<file path="src/rtl/decoder3to8_buf.sv">
// Buffered 3-to-8 one-hot decoder: DEPTH-entry code FIFO feeding a registered one-hot output stage.
// Latency: 1 cycle from input transfer to out_valid when empty (bypass); otherwise 1 cycle after the previous output transfer.
// Backpressure: in_ready = !fifo_full (registered); out_ready stalls hold the output stable. Optional parity check: DEC_PARITY_EN.
module decoder3to8_buf #(
  parameter  int DEPTH = 4,
  localparam int CW    = $clog2(DEPTH) + 1
) (
  input  logic          clk,
  input  logic          rst_n,
  input  logic          flush,
  input  logic          in_valid,
  output logic          in_ready,
  input  logic [2:0]    in_code,
`ifdef DEC_PARITY_EN
  input  logic          in_par,
  output logic          par_err,
`endif
  output logic          out_valid,
  input  logic          out_ready,
  output logic [7:0]    out_onehot,
  output logic [CW-1:0] count
);

  localparam int PW = $clog2(DEPTH);

  logic [2:0]    mem [DEPTH];
  logic [PW-1:0] wr_ptr;
  logic [PW-1:0] rd_ptr;
  logic [CW-1:0] fcnt;
  logic          valid_q;
  logic [7:0]    onehot_q;

  logic          fifo_full;
  logic          fifo_empty;
  logic          par_bad;
  logic          in_xfer;
  logic          accept;
  logic          reg_free;
  logic          pop;
  logic          bypass;
  logic          push;
  logic [2:0]    dec_src;
  logic [7:0]    dec_val;

  assign fifo_full  = (fcnt == CW'(DEPTH));
  assign fifo_empty = (fcnt == '0);

  // All outputs come from registers only; no path from in_valid/out_ready.
  assign in_ready   = !fifo_full;
  assign out_valid  = valid_q;
  assign out_onehot = onehot_q;
  assign count      = fcnt + CW'(valid_q);

`ifdef DEC_PARITY_EN
  assign par_bad = ^{in_code, in_par};
`else
  assign par_bad = 1'b0;
`endif

  // Transfer qualification: a parity-bad code completes the handshake but is dropped.
  always_comb begin
    in_xfer  = in_valid && !fifo_full;
    accept   = in_xfer && !par_bad;
    reg_free = !valid_q || out_ready;
    pop      = !fifo_empty && reg_free;
    bypass   = accept && fifo_empty && reg_free;
    push     = accept && !bypass;
  end

  // Decode either the FIFO head or the bypassed input code.
  always_comb begin
    dec_src          = pop ? mem[rd_ptr] : in_code;
    dec_val          = 8'h00;
    dec_val[dec_src] = 1'b1;
  end

  // FIFO pointers and occupancy; flush empties the queue.
  always_ff @(posedge clk or negedge rst_n) begin
    if (!rst_n) begin
      wr_ptr <= '0;
      rd_ptr <= '0;
      fcnt   <= '0;
    end else if (flush) begin
      wr_ptr <= '0;
      rd_ptr <= '0;
      fcnt   <= '0;
    end else begin
      if (push) wr_ptr <= wr_ptr + PW'(1);
      if (pop)  rd_ptr <= rd_ptr + PW'(1);
      if (push && !pop)      fcnt <= fcnt + CW'(1);
      else if (pop && !push) fcnt <= fcnt - CW'(1);
    end
  end

  // FIFO storage; contents become unreachable once pointers reset.
  always_ff @(posedge clk) begin
    if (push && !flush) mem[wr_ptr] <= in_code;
  end

  // Output stage: reload when empty or being consumed, hold while stalled.
  always_ff @(posedge clk or negedge rst_n) begin
    if (!rst_n) begin
      valid_q  <= 1'b0;
      onehot_q <= 8'h00;
    end else if (flush) begin
      valid_q  <= 1'b0;
      onehot_q <= 8'h00;
    end else if (reg_free) begin
      valid_q  <= pop || bypass;
      onehot_q <= (pop || bypass) ? dec_val : 8'h00;
    end
  end

`ifdef DEC_PARITY_EN
  // One-cycle pulse for each dropped parity-bad code.
  always_ff @(posedge clk or negedge rst_n) begin
    if (!rst_n) par_err <= 1'b0;
    else        par_err <= !flush && in_xfer && par_bad;
  end
`endif

endmodule

</file>
<file path="config.mk">
export PLATFORM = sky130hd
export DESIGN_NAME = decoder3to8_buf
export DESIGN_NICKNAME = d
export VERILOG_FILES = /design/src/rtl/decoder3to8_buf.sv
export SDC_FILE = /design/constraint.sdc
export NUM_CORES = 1
export LEC_CHECK = 0
export ABC_AREA = 1
export BUFFER_PORTS_ARGS = -buffer_cell sky130_fd_sc_hd__buf_2
export CAP_MARGIN = 20
export CORE_UTILIZATION = 33
export DETAILED_ROUTE_END_ITERATION = 6
export HOLD_SLACK_MARGIN = 0.15
export PLACE_DENSITY = 0.52
export SETUP_SLACK_MARGIN = 0.1
export SYNTH_ARGS = -nofsm -noshare
export SYNTH_HDL_FRONTEND = slang
export SYNTH_SLANG_ARGS = --single-unit
</file>
<file path="constraint.sdc">
create_clock -name clk -period 2.63 [get_ports clk]
set_input_delay 0.526 -clock clk [delete_from_list [all_inputs] [get_ports clk]]
set_output_delay 0.526 -clock clk [all_outputs]
set_load 0.05 [all_outputs]
</file>
==> run_results.csv <==
group,metric,value,unit
synth,synth.cell_area,1533,µm²
drt,drt-total-wl,2775,µm
clocking,cts.clk_slew.worst_paths,0.10,ns
drt,drt_pass1_iterations,4,
synth,netlist_instances,186,
synth,syn_area_per_cell,8.240,µm²
timing,slew_headroom,74.39,%
critical_path,reg2reg_depth,10,
floorplan,dieArea,4921,µm²
timing,min_period,2.019,ns
cells_and_area,final_common_cell,"nand2_1",
critical_path,worstPathCellList,"ha_1 > ha_1 > xor2_1 > buf_2",
power_and_ir_drop,p_leak,0.9312,nW
clocking,ctsResizeCount,0,
clocking,cts_tree,"built",
timing,fin_crit_sh,76.77,%
floorplan,core_area,4414,µm²
timing,maxSlewViolCount,0,
critical_path,path_common_cell,"ha_1",
critical_path,reg2reg_from,"fcnt[1]",
power_and_ir_drop,p_per_area,1017,nW/µm²
drt,wl_per_cell,10.67,µm
timing,rsz0062_at_grt,"false",
critical_path,r2r-end,"fcnt[2]",
drt,drtIter0Drc,61,
clocking,clock_latency,0.28,ns
worst_hold_path,hp-class,"in -> async",
synth,synth-adder-area-share,6.204,%
critical_path,cp-start-kind,"register",
synth,ys_ff_latch,28,
floorplan,rows,24,
placed_design,dp_hpwl,2143,µm
synth,ys_types,22,
power_and_ir_drop,p_total,1.749,mW
outcome,status,"complete, no violations",
critical_path,crit_buf_inv,1,
floorplan,die_x,70.15,µm
cells_and_area,drive_gt1_share,14.90,%
critical_path,required,2.10,ns
global_routing,grt_pass1_vias,1139,
timing,worst_slew_pin_slew,0.3841,ns
floorplan,die_h,70.15,µm
synth,synth.area.mux_share,0,%
global_routing,grt_overflow,0,
critical_path,cp.arrival,1.49,ns
job,drv_cap,0,
timing,tns,0,ns
drt,vias,1131,
global_routing,grt.total_usage,12.82,%
placed_design,gp_congestion,0.7629,
clocking,post_cts_buffers,0,
clocking,cts_buffers,3,
synth,yosysWarnings,0,
floorplan,io-pin-count,21,
synth,synth_top_family_by_area,"simple AND/OR/NAND/NOR gates",
synth,ys_seq_area_share,49.63,%
timing,fin_skew,0.005383,ns
global_routing,grt_pass1_wl,4926,µm
critical_path,cpPeakStageDelay,0.44,ns
critical_path,worst_setup_path_end_kind,"primary output",
critical_path,critPathMaxFanout,3,
synth,synth-simple-area-share,28.00,%
power_and_ir_drop,peakVddDrop,0.0004299,V
drt,postRouteAntennaNets,0,
critical_path,r2r_slack,0.76,ns
clocking,clock_sinks,28,
cells_and_area,nets,224,
timing,setup_viol_count_final,0,
cells_and_area,n_antenna_cell,0,
drt,drc,0,
clocking,clockBufferDepth,2,
clocking,htree_levels,1,
clocking,cts_hold_buf,0,
synth,synth_xor_area_share,1.143,%
synth,syn-num-nets,201,
timing,fmax,495.3,MHz
critical_path,cpLargestDelayFamily,"flip-flops",
drt,vias_per_cell,4.350,
global_routing,antenna_found_initial,0,
placed_design,portBuffers,20,
clocking,cts_root_buf,"clkbuf_8",
synth,synth_compound_area_share,4.327,%
floorplan,start_util,34.72,%
timing,hold_viol,0,
cells_and_area,area_growth_syn_to_layout,12.24,%
cells_and_area,mostFrequentLayoutCells,"nand2_1 (63), inv_1 (35), buf_2 (20)",
global_routing,grt_start_max_net_pins,17,
critical_path,crit_type,"reg -> out",
critical_path,crit_path_top_delay_cell,"dfrtp_1",
-- per-stage QoR --
| step | hold WS (ns) | std cells | utilization [%] | setup WS (ns) | cell area, µm² |
|---|---|---|---|---|---|
| final | 0.1512 | 260 | 38.97 | 0.6108 | 1720 |
| after CTS | 0.1726 | 260 | 38.97 | 0.5958 | 1720 |
| after global routing | 0.1782 | 260 | 38.97 | 0.5509 | 1720 |
| after floorplan | 0.2304 | 186 | - | 0.3271 | 1533 |
| after global placement | 0.4592 | 256 | 37.95 | 0.7505 | 1675 |
| after detailed placement | 0.4622 | 256 | 37.95 | 0.7258 | 1675 |
-- metal layers --
| metal | GRT usage (%) | wire, µm |
|---|---|---|
| met2 | 21.58 | 1327 |
| met3 | 3.463 | 95 |
| met1 | 16.25 | 1327 |
| met4 | 3.333 | 24 |
| met5 | 0 | 0 |
-- cell families after synthesis --
family | count (synthesis)
compound gates | 10
xor+xnor | 2
simple gates | 100
fa+ha+maj | 7
buf+inv | 39
flops | 28
-- report_power, final --
part	switching [mW]	internal [mW]	leakage (nW)
clock network	0.136	0.109	0.0228
logic	0.635	0.244	0.586
registers	0.0815	0.544	0.322
total	0.852	0.897	0.931
-- worst max-delay path by stage --
stage	startpoint	end	slack, ns	cells past startpoint
6_report	fcnt[0]	count[2]	0.61	4
5_1_grt	fcnt[0]	count[2]	0.55	4
4_1_cts	fcnt[0]	count[2]	0.60	4
3_5_place_dp	in_valid	fcnt[2]	0.73	11
3_3_place_gp	in_valid	fcnt[2]	0.75	11
2_1_floorplan	out_valid	count[2]	0.33	3
-- flip-flops by register name, summed over array words and instances, names as in the netlist --
signal and count:
wr_ptr 2, mem 12, out_onehot 8, out_valid 1, fcnt 3, rd_ptr 2
-- layout make-up --
| cell class | count | area (µm²) |
|---|---|---|
| Clock buffer | 4 | 45.04 |
| Inverter | 37 | 141.4 |
| Timing Repair Buffer | 20 | 100.1 |
| Tap cell | 52 | 65.06 |
| Sequential cell | 28 | 760.7 |
| Fill cell | 457 | 2694 |
| Multi-Input combinational cell | 119 | 608.1 |
-- synthesized netlist by cell type --
library cell,count,area share [%]
a21oi_1,3,0.98
a21oi_4,1,1.1
buf_6,2,1.5
clkinv_1,1,0.24
dfrtp_1,16,26
edfxtp_1,12,24
fa_1,1,1.3
ha_1,6,4.9
inv_1,35,8.6
inv_4,1,0.41
nand2_1,63,15
nand2_2,3,1.2
nand3_1,15,4.9
nand3_2,1,0.65
nand3b_1,1,0.49
nand4_1,1,0.41
nor2_1,14,3.4
nor2_4,2,1.5
o21ai_0,1,0.33
o21ai_1,3,0.98
o21bai_1,2,0.98
xor2_1,2,1.1
Note: power is estimated with default switching activity, not from simulation.
